**config.mk**
```make
export PLATFORM = sky130hd
export DESIGN_NAME = fxp_addsub_pipe
export DESIGN_NICKNAME = d
export VERILOG_FILES = /design/src/rtl/fxp_pkg.sv /design/src/rtl/fxp_round_sat.sv /design/src/rtl/fxp_addsub_pipe.sv
export SDC_FILE = /design/constraint.sdc
export NUM_CORES = 1
export LEC_CHECK = 0
export CAP_MARGIN = 0
export CORE_ASPECT_RATIO = 1.1
export CORE_MARGIN = 1.5
export CORE_UTILIZATION = 44
export CTS_CLUSTER_DIAMETER = 50
export DETAILED_ROUTE_END_ITERATION = 10
export PLACE_DENSITY = 0.71
export SYNTH_ARGS = -nofsm -noshare
export SYNTH_HDL_FRONTEND = slang
export SYNTH_SLANG_ARGS = --single-unit
```
**constraint.sdc**
```tcl
create_clock -name clk -period 4.6 [get_ports clk]
set_input_delay 0.69 -clock clk [delete_from_list [all_inputs] [get_ports clk]]
set_output_delay 0.69 -clock clk [all_outputs]
set_load 0.02 [all_outputs]
```
**src/rtl/fxp_pkg.sv**
```systemverilog
// rtl/fxp_pkg.sv - shared constants and width helpers for the fixed-point arithmetic units
package fxp_pkg;

    localparam logic [1:0] RND_TRUNC     = 2'd0;
    localparam logic [1:0] RND_HALF_UP   = 2'd1;
    localparam logic [1:0] RND_HALF_EVEN = 2'd2;

    function automatic int max_int(input int x, input int y);
        return (x > y) ? x : y;
    endfunction

    // One extra integer bit so negating the most negative operand stays exact
    function automatic int align_iw(input int iw_a, input int iw_b);
        return max_int(iw_a, iw_b) + 1;
    endfunction

    function automatic int align_fw(input int fw_a, input int fw_b);
        return max_int(fw_a, fw_b);
    endfunction

endpackage

```
**src/rtl/fxp_round_sat.sv**
```systemverilog
// rtl/fxp_round_sat.sv - combinational fraction reduction, range check and saturate/wrap
module fxp_round_sat
    import fxp_pkg::*;
#(
    parameter int IN_IW = 7,
    parameter int IN_FW = 14,
    parameter int O_IW  = 6,
    parameter int O_FW  = 12
) (
    input  logic [IN_IW+IN_FW-1:0] din,
    input  logic [1:0]             rnd_mode,
    input  logic                   sat_en,
    output logic [O_IW+O_FW-1:0]   dout,
    output logic                   ovf,
    output logic                   unf
);

    localparam int IN_W = IN_IW + IN_FW;
    localparam int OW   = O_IW + O_FW;
    localparam int D    = (IN_FW > O_FW) ? IN_FW - O_FW : 0;
    localparam int PAD  = (O_FW > IN_FW) ? O_FW - IN_FW : 0;
    localparam int RW   = IN_W - D + PAD + 1;
    localparam int CW   = max_int(RW, OW) + 1;

    logic signed [RW-1:0] q;

    generate
        if (D > 0) begin : g_round
            localparam logic [IN_W-1:0] ONE_W     = 1;
            localparam logic [IN_W-1:0] REST_MASK = (ONE_W << (D - 1)) - ONE_W;

            logic signed [RW-1:0] q_floor;
            logic half;
            logic rest;
            logic inc;

            // Arithmetic shift of a two's-complement value is a floor
            assign q_floor = {din[IN_W-1], din[IN_W-1:D]};
            assign half    = din[D-1];
            assign rest    = |(din & REST_MASK);

            always_comb begin
                inc = 1'b0;
                case (rnd_mode)
                    RND_TRUNC:     inc = 1'b0;
                    RND_HALF_UP:   inc = half;
                    RND_HALF_EVEN: inc = half & (rest | q_floor[0]);
                    default:       inc = 1'b0;
                endcase
            end

            assign q = q_floor + {{(RW-1){1'b0}}, inc};
        end else begin : g_pad
            logic signed [RW-1:0] din_ext;
            assign din_ext = RW'($signed(din));
            assign q       = din_ext <<< PAD;
        end
    endgenerate

    localparam logic signed [CW-1:0] ONE_C = 1;
    localparam logic signed [CW-1:0] MAXV  = (ONE_C <<< (OW - 1)) - ONE_C;
    localparam logic signed [CW-1:0] MINV  = -(ONE_C <<< (OW - 1));

    logic signed [CW-1:0] qe;
    assign qe = CW'(q);

    always_comb begin
        ovf  = (qe > MAXV);
        unf  = (qe < MINV);
        dout = qe[OW-1:0];
        if (sat_en && ovf) dout = MAXV[OW-1:0];
        if (sat_en && unf) dout = MINV[OW-1:0];
    end

endmodule

```
**src/rtl/fxp_addsub_pipe.sv**
```systemverilog
// rtl/fxp_addsub_pipe.sv - three-stage signed fixed-point add/subtract with valid/ready streams
module fxp_addsub_pipe
    import fxp_pkg::*;
#(
    parameter int IW_A = 5,
    parameter int FW_A = 14,
    parameter int IW_B = 5,
    parameter int FW_B = 14,
    parameter int O_IW = 6,
    parameter int O_FW = 12
) (
    input  logic                 clk,
    input  logic                 rst,
    input  logic                 in_valid,
    output logic                 in_ready,
    input  logic [IW_A+FW_A-1:0] a,
    input  logic [IW_B+FW_B-1:0] b,
    input  logic                 sub,
    input  logic [1:0]           rnd_mode,
    input  logic                 sat_en,
    output logic                 out_valid,
    input  logic                 out_ready,
    output logic [O_IW+O_FW-1:0] sum,
    output logic                 ovf,
    output logic                 unf,
    output logic                 ovf_sticky,
    output logic                 unf_sticky,
    input  logic                 flag_clr
);

    localparam int IW = align_iw(IW_A, IW_B);
    localparam int FW = align_fw(FW_A, FW_B);
    localparam int AW = IW + FW;
    localparam int SW = AW + 1;
    localparam int OW = O_IW + O_FW;

    logic signed [AW-1:0] a_al, b_al, b_op;
    assign a_al = AW'($signed(a)) <<< (FW - FW_A);
    assign b_al = AW'($signed(b)) <<< (FW - FW_B);
    assign b_op = sub ? -b_al : b_al;

    logic                 s1_valid, s2_valid;
    logic signed [AW-1:0] s1_a, s1_b;
    logic [1:0]           s1_rnd, s2_rnd;
    logic                 s1_sat, s2_sat;
    logic signed [SW-1:0] s2_sum;

    logic ld1, ld2, ld3;
    assign ld3      = ~out_valid | out_ready;
    assign ld2      = ~s2_valid | ld3;
    assign ld1      = ~s1_valid | ld2;
    assign in_ready = ld1;

    logic [OW-1:0] rs_sum;
    logic          rs_ovf, rs_unf;

    fxp_round_sat #(
        .IN_IW (IW + 1),
        .IN_FW (FW),
        .O_IW  (O_IW),
        .O_FW  (O_FW)
    ) u_round_sat (
        .din      (s2_sum),
        .rnd_mode (s2_rnd),
        .sat_en   (s2_sat),
        .dout     (rs_sum),
        .ovf      (rs_ovf),
        .unf      (rs_unf)
    );

    always_ff @(posedge clk) begin
        if (rst) begin
            s1_valid   <= 1'b0;
            s2_valid   <= 1'b0;
            out_valid  <= 1'b0;
            sum        <= '0;
            ovf        <= 1'b0;
            unf        <= 1'b0;
            ovf_sticky <= 1'b0;
            unf_sticky <= 1'b0;
        end else begin
            if (ld1) begin
                s1_valid <= in_valid;
                if (in_valid) begin
                    s1_a   <= a_al;
                    s1_b   <= b_op;
                    s1_rnd <= rnd_mode;
                    s1_sat <= sat_en;
                end
            end
            if (ld2) begin
                s2_valid <= s1_valid;
                if (s1_valid) begin
                    s2_sum <= SW'(s1_a) + SW'(s1_b);
                    s2_rnd <= s1_rnd;
                    s2_sat <= s1_sat;
                end
            end
            if (ld3) begin
                out_valid <= s2_valid;
                if (s2_valid) begin
                    sum <= rs_sum;
                    ovf <= rs_ovf;
                    unf <= rs_unf;
                end
            end
            // Clear takes priority over a flag raised by a beat leaving this cycle
            if (flag_clr) begin
                ovf_sticky <= 1'b0;
                unf_sticky <= 1'b0;
            end else if (out_valid && out_ready) begin
                if (ovf) ovf_sticky <= 1'b1;
                if (unf) unf_sticky <= 1'b1;
            end
        end
    end

endmodule

```
==> summary.txt <==
crit path cell chain - inv_1 -> ha_1 -> o21a_1 -> nor2_1 -> nor3b_1 -> ha_1 -> ha_1 -> nand4_1 -> o41ai_1 -> nor4_2 -> o21ai_2 -> nor2b_2 -> o21ai_1
FP Rows - 40
Crit path largest cell delay - 0.47 ns
Slew @ Worst Pin - 1.20 ns
Routed WL per cell - 12.5 um
drt pass-1 iters - 4
Core Region - 10,800 um^2
Setup-failing EPs final - 0
NumNets Final - 590
Resized Gates After CTS - 0
Pins Over Slew Limit - 0
DR vias/cell - 5.12
period utilization - 0.662
GR Util All Layers - 0.151
Critical Path Most Common Cell - ha_1
CTS tree - built
Reg2Reg Setup Slack - 1.55 ns
Yosys top cell by area - edfxtp_1
CTS sink count - 91
WL final - 8370 um
clk_skew - 0.00545 ns
CTS buffer count - 9
Worst Hold Depth - 0
hold path startpoint - s1_rnd[1]$_DFFE_PP_
Area contributors post-synth - edfxtp_1, dfxtp_1, ha_1
Buffers on Ports - 70
pre-CTS worst setup slack - 1.51 ns
# DRC - 0
hold buffers post-CTS - 0
ant diodes - 0
CP Data Arrival Time - 3.26 ns
CP Class - flop to flop
Setup TNS Final - 0 ns
Synth top cells by count - edfxtp_1, nand2_1, xnor2_1
Syn. warnings - 0
Routed Antenna Nets - 0
sequential area share after synthesis - 0.511
PwrDens - 330 nW/um^2
CTS Root Cell - clkbuf_16
Max-Cap Viols - 0
Async S/R FF share, synth - 0
min-delay worst type - flop to flop
final critical-path required period - 3.05 ns
first-pass GRT wire length - 14,100 um
DIE HEIGHT - 113 um
Seq cells post-synth - 91
vias in the first global route - 3,347
Synth Instances - 442
final worst slack - 1.55 ns
Post-synth EDFFs - 66
final hold viol count - 0
htree depth - 3
Max Root-Sink Buffers - 2
die width - 103 um
Avg Synthesized Cell Area - 11.0 um^2
Setup Buffers After CTS - 0
Yosys cell types - 56
share of Yosys cell area claimed by the top area cell type - 0.408
Slowest-stage cell, CP - o21ai_2
pin count of the biggest net entering global routing - 43
DP Wirelength - 6470 um
reg-to-reg startpoint - s2_rnd[0]$_DFFE_PP_
Post-Syn Area - 4850 um^2
achievable frequency - 328 MHz
Clk Latency, worst-skew pair - 0.33 ns
most common cell in the netlist - edfxtp_1
R2R depth - 13
prevailing post-synth register cell - edfxtp_1
die area - 11,700 um^2
crit end category - flop
proportion of layout cells with a drive suffix above 1 - 0.0920
RSZ-0062 raised after global routing - false
initial antenna violation count - 0
GP Congestion - 0.878
starting density of the core - 0.449
VDD IR max - 138 uV
status - complete, no violations
Reg clk slew, reported paths - 0.06 ns
P_leak - 0.00215 uW
initial DRC count - 176
Area Growth Syn to Fin - 23.6%
# IOs - 71
Slew HR - 0.199
CP Launch Type - flop
WP data required - 4.81 ns
grt ovf - 0
Crit Path Max Fanout - 17
Hold Path End - s2_rnd[1]$_DFFE_PP_
syn nets - 515
worst r2r dst - sum[0]$_SDFFE_PP0P_
Via Count - 3,426
## how the worst max path moves through the flow
stage                           to                 from  depth (start not counted)  slack [ns]
3_3_place_gp    s1_b[15]$_DFFE_PP_                 b[6]                          6        1.58
5_1_grt        sum[0]$_SDFFE_PP0P_  s2_rnd[0]$_DFFE_PP_                         13        1.15
6_report       sum[0]$_SDFFE_PP0P_  s2_rnd[0]$_DFFE_PP_                         13        1.55
2_1_floorplan    s1_a[0]$_DFFE_PP_            out_ready                          3        1.44
3_5_place_dp    s1_b[15]$_DFFE_PP_                 b[6]                          6        1.51
4_1_cts        sum[0]$_SDFFE_PP0P_  s2_rnd[0]$_DFFE_PP_                         13        1.57
## cell type report
type                    instances  area [um^2]
multi-input cells             327         2280
well taps                     147          184
clock buffers                  12          258
fillers                       952         4810
repair buffers                 71          708
clock inverters                 4         21.3
inverters                      17         63.8
flip-flops and latches         91         2480
## cells in the final DEF, fill, tap and decap left out, types with 5 or more instances in the layout
| master | count |
|---|---|
| a21o_1 | 7 |
| a21oi_1 | 18 |
| a31oi_1 | 5 |
| and2_1 | 6 |
| and2_4 | 8 |
| clkbuf_16 | 10 |
| clkdlybuf4s50_1 | 70 |
| dfxtp_1 | 25 |
| edfxtp_1 | 66 |
| ha_1 | 25 |
| inv_1 | 17 |
| nand2_1 | 55 |
| nand2b_1 | 6 |
| nand3_1 | 13 |
| nand4_1 | 6 |
| nor2_1 | 23 |
| nor2b_1 | 5 |
| nor3_1 | 12 |
| o21a_1 | 6 |
| o21ai_0 | 11 |
| o21ai_1 | 11 |
| o21ai_2 | 11 |
| o31ai_1 | 8 |
| xnor2_1 | 29 |
| xor2_1 | 15 |
## critical path: cells and delay by family, from the launching register on
family / cells / cell delay [ns]
adder cells (fa/ha/maj): 3 / 0.67
AND/OR/NAND/NOR: 5 / 0.72
flip-flops: 1 / 0.39
buffers and inverters: 1 / 0.07
AO/OA/AOI/OAI: 4 / 1.09
## cell families after synthesis
kind of cell	Yosys count	synth area share
adder cells (fa/ha/maj)	26	0.0686
flip-flops	91	0.511
XOR/XNOR	44	0.0794
AO/OA/AOI/OAI	100	0.146
buffers and inverters	24	0.0217
AND/OR/NAND/NOR	154	0.167
multiplexers	3	0.00619
## stage by stage
stage / total power, uW / hold slack (ns) / utilization / instances / instance area, um^2
after detailed placement: 1320 / 0.416 / 0.529 / 653 / 5720
after global routing: 2070 / 0.431 / 0.555 / 669 / 6000
after global placement: 1310 / 0.407 / 0.529 / 653 / 5720
after CTS: 2010 / 0.431 / 0.555 / 669 / 6000
after floorplan: 1210 / 0.400 / - / 442 / 4860
final: 1980 / 0.425 / 0.555 / 669 / 6000
## where the power goes
group          total [uW]  switching, uW  internal (uW)  leakage (uW)
Clock                 680            283            397      0.000140
Sequential            964           20.9            943      0.000816
Combinational         336            175            161       0.00119
## state kept, by name (all words and copies together) (netlist names)
signal,flops
ovf_sticky,1
sum,18
unf,1
s1_valid,1
s2_sum,21
s2_rnd,2
s2_sat,1
s1_rnd,2
s1_b,20
s2_valid,1
ovf,1
out_valid,1
unf_sticky,1
s1_sat,1
s1_a,19
## per-layer routing
metal / global-route usage / wire, um
met5: 0 / 0
met4: 0.0757 / 207
met3: 0.0309 / 295
met2: 0.268 / 4170
met1: 0.170 / 3700
Note: power is estimated with default switching activity, not from simulation.
